$ cat src/rtl/block_scan_vga.sv
// Raster scanner for a 32x32 block grid: outputs the block address combinationally and registers rgb/hs/vs one pixel behind.
// The scan runs freely with no backpressure; pixels advance one step on every fourth clock.
module block_scan_vga #(
    parameter int H_VIS   = 640,
    parameter int H_FP    = 16,
    parameter int H_SYNC  = 96,
    parameter int H_BP    = 48,
    parameter int V_VIS   = 480,
    parameter int V_FP    = 10,
    parameter int V_SYNC  = 2,
    parameter int V_BP    = 33,
    parameter int GRID_X0 = 80,
    parameter int BLK_PX  = 15
) (
    input  logic        clk,
    input  logic        rst,
    input  logic [3:0]  BlockState,
    output logic [4:0]  xBlockNum,
    output logic [4:0]  yBlockNum,
    output logic [11:0] rgb,
    output logic        hs,
    output logic        vs,
    output logic        frame_tick
);
    localparam int H_TOT  = H_VIS + H_FP + H_SYNC + H_BP;
    localparam int V_TOT  = V_VIS + V_FP + V_SYNC + V_BP;
    localparam int GRID_W = 32 * BLK_PX;

    localparam logic [9:0] H_LAST   = 10'(H_TOT - 1);
    localparam logic [9:0] V_LAST   = 10'(V_TOT - 1);
    localparam logic [9:0] H_VIS_C  = 10'(H_VIS);
    localparam logic [9:0] V_VIS_C  = 10'(V_VIS);
    localparam logic [9:0] HS_ON    = 10'(H_VIS + H_FP);
    localparam logic [9:0] HS_OFF   = 10'(H_VIS + H_FP + H_SYNC);
    localparam logic [9:0] VS_ON    = 10'(V_VIS + V_FP);
    localparam logic [9:0] VS_OFF   = 10'(V_VIS + V_FP + V_SYNC);
    localparam logic [9:0] GX_LO    = 10'(GRID_X0);
    localparam logic [9:0] GX_HI    = 10'(GRID_X0 + GRID_W);
    localparam logic [9:0] GY_HI    = 10'(GRID_W);
    localparam logic [3:0] SUB_LAST = 4'(BLK_PX - 1);

    logic [1:0]  div;
    logic        pix_en;
    logic [9:0]  hcnt, vcnt, h_nxt;
    logic [3:0]  x_sub, y_sub;
    logic [4:0]  x_blk, y_blk;
    logic        line_end, frame_end;
    logic        h_in, v_in, in_grid;
    logic [11:0] blk_colour, pix_colour;

    assign pix_en    = (div == 2'd3);
    assign line_end  = (hcnt == H_LAST);
    assign frame_end = line_end && (vcnt == V_LAST);
    assign h_nxt     = line_end ? 10'd0 : hcnt + 10'd1;
    assign h_in      = (hcnt >= GX_LO) && (hcnt < GX_HI);
    assign v_in      = (vcnt < GY_HI);
    assign in_grid   = h_in && v_in;

    assign xBlockNum  = in_grid ? x_blk : 5'd0;
    assign yBlockNum  = in_grid ? y_blk : 5'd0;
    assign frame_tick = pix_en && frame_end;

    always_ff @(posedge clk or negedge rst) begin
        if (!rst) div <= 2'd0;
        else      div <= div + 2'd1;
    end

    always_ff @(posedge clk or negedge rst) begin
        if (!rst) begin
            hcnt <= 10'd0;
            vcnt <= 10'd0;
        end else if (pix_en) begin
            hcnt <= h_nxt;
            if (line_end) vcnt <= frame_end ? 10'd0 : vcnt + 10'd1;
        end
    end

    // Block counters track the current pixel; they rest at zero outside the grid.
    always_ff @(posedge clk or negedge rst) begin
        if (!rst) begin
            x_sub <= 4'd0;
            x_blk <= 5'd0;
        end else if (pix_en) begin
            if (h_in && (h_nxt != GX_LO)) begin
                if (x_sub == SUB_LAST) begin
                    x_sub <= 4'd0;
                    x_blk <= x_blk + 5'd1;
                end else begin
                    x_sub <= x_sub + 4'd1;
                end
            end else begin
                x_sub <= 4'd0;
                x_blk <= 5'd0;
            end
        end
    end

    always_ff @(posedge clk or negedge rst) begin
        if (!rst) begin
            y_sub <= 4'd0;
            y_blk <= 5'd0;
        end else if (pix_en && line_end) begin
            if (v_in && !frame_end) begin
                if (y_sub == SUB_LAST) begin
                    y_sub <= 4'd0;
                    y_blk <= y_blk + 5'd1;
                end else begin
                    y_sub <= y_sub + 4'd1;
                end
            end else begin
                y_sub <= 4'd0;
                y_blk <= 5'd0;
            end
        end
    end

    always_comb begin
        blk_colour = 12'hFFF;
        case (BlockState)
            4'd0:    blk_colour = 12'h000;
            4'd1:    blk_colour = 12'h0F0;
            4'd2:    blk_colour = 12'hFF0;
            4'd3:    blk_colour = 12'hF00;
            4'd4:    blk_colour = 12'h888;
            default: blk_colour = 12'hFFF;
        endcase
        pix_colour = 12'h000;
        if (in_grid)                                  pix_colour = blk_colour;
        else if ((hcnt < H_VIS_C) && (vcnt < V_VIS_C)) pix_colour = 12'h003;
    end

    always_ff @(posedge clk or negedge rst) begin
        if (!rst) begin
            rgb <= 12'h000;
            hs  <= 1'b1;
            vs  <= 1'b1;
        end else if (pix_en) begin
            rgb <= pix_colour;
            hs  <= !((hcnt >= HS_ON) && (hcnt < HS_OFF));
            vs  <= !((vcnt >= VS_ON) && (vcnt < VS_OFF));
        end
    end
endmodule

$ cat config.mk
export PLATFORM = sky130hd
export DESIGN_NAME = block_scan_vga
export DESIGN_NICKNAME = d
export VERILOG_FILES = /design/src/rtl/block_scan_vga.sv
export SDC_FILE = /design/constraint.sdc
export NUM_CORES = 1
export LEC_CHECK = 0
export CORE_ASPECT_RATIO = 0.9
export CORE_MARGIN = 2
export CORE_UTILIZATION = 35
export DETAILED_ROUTE_END_ITERATION = 10
export GPL_ROUTABILITY_DRIVEN = 0
export GPL_TIMING_DRIVEN = 0
export HOLD_SLACK_MARGIN = 0.12
export PLACE_DENSITY = 0.58
export SLEW_MARGIN = 20
export SYNTH_ARGS = -nofsm -noshare
export SYNTH_HDL_FRONTEND = slang
export SYNTH_SLANG_ARGS = --single-unit
$ cat constraint.sdc
create_clock -name clk -period 4.9 [get_ports clk]
set_input_delay 0.735 -clock clk [delete_from_list [all_inputs] [get_ports clk]]
set_output_delay 0.735 -clock clk [all_outputs]
set_load 0.005 [all_outputs]
==> impl_metrics.json <==
{
  "status": "complete, no violations",
  "post-cts-setup-buffers": 0,
  "final_design_area_no_fill_um2": 3250,
  "setup-violations-final": 0,
  "timing.critical_path.slowest_cell_delay_ns": 0.50,
  "timing.final.crit_share_pct": 71.9,
  "place.detailed.hpwl_um": 4180,
  "p_switching_w": 0.000156,
  "track_usage_pct": 14.7,
  "clock_tree_from_tritoncts": "built",
  "synth_top_cell_area_share_pct": 43.0,
  "fin_nets": 344,
  "synth_area_per_cell_um2": 9.37,
  "layout.cells.most_common": "sky130_fd_sc_hd__dfrtp_1",
  "synthesis.nets": 307,
  "hold_bufs_at_cts": 0,
  "finalMaxSlewViolations": 0,
  "insertedDiodeCount": 0,
  "routed_via_density": 5.26,
  "cts_resized": 0,
  "synth_area_um2": 2740,
  "p_leak_nw": 1.36,
  "num-fill-cells": 732,
  "fp.dieW_um": 97.2,
  "cts_inserted_buffers": 5,
  "final_cell_count_no_fill": 426,
  "routed_wirelength_um": 6070,
  "cts.root.buffer_cell": "sky130_fd_sc_hd__clkbuf_8",
  "grt_util_met3_pct": 3.27,
  "vias": 2239,
  "internal-power_w": 0.000525,
  "htree_levels": 2,
  "clock_sinks": 49,
  "cells_along_the_critical_path": "and4_1, nor2_1, o2111a_1, clkbuf_1, and2_1, clkdlybuf4s50_1",
  "final_hold_viol_count": 0,
  "postSynthRegisterBits": 49,
  "syn-instance-count": 292,
  "synthTopCellsByArea": "sky130_fd_sc_hd__dfrtp_1 (43%), sky130_fd_sc_hd__ha_1 (4.1%), sky130_fd_sc_hd__nand2_1 (3.8%)",
  "grt_max_degree": 50,
  "finClkSkew_ns": 0.0116,
  "power_frac_seq_pct": 59.4,
  "p_per_area_nw_per_um2": 209,
  "first_global_vias": 2072,
  "mostFrequentLayoutCells": "sky130_fd_sc_hd__dfrtp_1 (47), sky130_fd_sc_hd__clkdlybuf4s50_1 (29), sky130_fd_sc_hd__nand2_1 (28)",
  "grt_antenna_before_repair": 0,
  "die_height_um": 87.9,
  "drt-wirelength-per-cell_um": 14.3,
  "dominant_cell_type_by_area_after_synthesis": "sky130_fd_sc_hd__dfrtp_1",
  "grt_use_met1_pct": 20.5,
  "final_layout_size_suffix_gt1_share_pct": 8.79,
  "synth_enable_flop_cells": 0,
  "yosysWarningCount": 0,
  "worst_setup_path_start_kind": "register",
  "placementRows": 30,
  "setup_total_negative_slack_ns": 0,
  "first_pass_iters": 4,
  "hold-worst-slack_ns": 0.426,
  "final.min_clock_period_ns": 3.52,
  "ys_dominant_reg_cell": "sky130_fd_sc_hd__dfrtp_1",
  "placeableCoreArea_um2": 7540,
  "ir_drop_mv": 0.106,
  "floorplan.initialDensity_pct": 36.3,
  "drt_iter0_markers": 104,
  "achievable_freq_mhz": 284,
  "min-delay-path-class": "register to register",
  "share_comb_of_total_power_pct": 2.1,
  "worst_slew_pin_slew_ns": 0.757,
  "clock_transition_at_the_registers_of_the_reported_paths_ns": 0.10,
  "die_footprint_um2": 8540,
  "ys_async_sr_fraction_pct": 100,
  "crit_required_ns": 4.16,
  "drt_drc_violations_left": 0,
  "worst-path-max-fanout": 10,
  "cp-end-kind": "output pin",
  "grt_most_used_layer": "met2",
  "yosysSeqAreaShare_pct": 44.9,
  "grt_use_met2_pct": 23.0,
  "slew_headroom_pct": 49.0,
  "clock_tree.buffer_depth": 2,
  "grt_remaining_overflow": 0,
  "netlist-cell-type-count": 53,
  "fraction_of_power_spent_switching_nets_pct": 22.9,
  "place.detailed.instances": 418,
  "maxCapViolations": 0,
  "io-pin-count": 31,
  "clkPwrFrac_pct": 38.5,
  "placement.io_buffers": 30,
  "crit_path_top_delay_cell": "sky130_fd_sc_hd__clkdlybuf4s50_1",
  "antenna_violating_nets_post_route": 0,
  "setup_repair_after_global_routing_missed_its_margin": "no",
  "grt_first_pass_wirelength_um": 10100,
  "placed_cell_area_um2": 3150,
  "criticalPathCategory": "register to output pin",
  "arrival_ns": 2.79,
  "clk_latency_ns": 0.31,
  "synthToLayoutAreaGrowth_pct": 18.9,
  "post-layout-total-power_w": 0.000681
}
==> registers in the layout, indices dropped and copies added, names as in the netlist <==
signal	cells
y_blk	5
div	2
vcnt	10
y_sub	4
hs	1
rgb	7
vs	1
x_blk	5
hcnt	10
x_sub	4
==> path summary, 6_finish.rpt <==
kind / startpoint / slack, ns / endpoint / cells past startpoint
min in group asynchronous: rst / 0.44 / x_sub[3] / 1
worst max-delay path: vcnt[6] / 1.38 / yBlockNum[0] / 6
max in group asynchronous: rst / 4.04 / hcnt[8] / 1
worst min-delay path: div[0] / 0.43 / div[0] / 1
worst min register to register: div[0] / 0.43 / div[0] / 1
worst max register to register: div[0] / 2.51 / vcnt[8] / 7
==> synthesized netlist by cell type, drive strengths merged (8+ instances only) <==
cell type	instances
a21oi	11
and2	9
buf	11
clkbuf	9
dfrtp	47
ha	9
inv	13
nand2	28
nand3	12
nand4	11
nor2	23
nor3	8
o21ai	17
o2bb2ai	8
xnor2	8
xor2	8
==> final cells by class <==
type	instances	area, um^2	share of cell area (%)
Tap cell	96	120	3.69
Clock inverter	2	16.3	0.500
Clock buffer	6	82.6	2.54
Buffer	20	106	3.27
Multi-Input combinational cell	210	1350	41.6
Timing Repair Buffer	30	298	9.16
Sequential cell	49	1230	37.8
Inverter	13	48.8	1.50
==> logic make-up after synthesis <==
logic type	count (synthesis)	synth area share [%]
adder cells (fa/ha/maj)	9	4.12
flip-flops	49	44.9
AO/OA/AOI/OAI	65	16.4
XOR/XNOR	16	5.12
buffers and inverters	33	5.67
AND/OR/NAND/NOR	117	22.6
multiplexers	3	1.14
==> metrics by stage <==
step	util, %	setup WS (ns)
3_3_place_gp	41.8	1.56
4_1_cts	43.1	1.34
6_report	43.1	1.38
3_5_place_dp	41.8	1.71
5_1_grt	43.1	1.14
2_1_floorplan	-	2.62
==> critical path: cells and delay by family (launching register included) <==
kind | cells | cell delay [ns]
AO/OA/AOI/OAI | 1 | 0.31
buffers and inverters | 2 | 0.82
flip-flops | 1 | 0.44
AND/OR/NAND/NOR | 3 | 0.91
==> power by group through the flow <==
stage	sequential (W)	clock, W	combinational (W)
floorplan	0.000412	0	0.00000137
global placement	0.000412	0	0.0000151
detailed placement	0.000412	0	0.0000150
CTS	0.000404	0.000274	0.0000150
global route	0.000404	0.000289	0.0000169
finish	0.000404	0.000262	0.0000141
==> layer usage <==
layer	vias to the layer above	share of wire, %
li1	1122	-
met1	1077	51
met2	33	45
met4	0	1.2
met3	7	3.4
met5	-	0
Note: power is estimated with default switching activity, not from simulation.
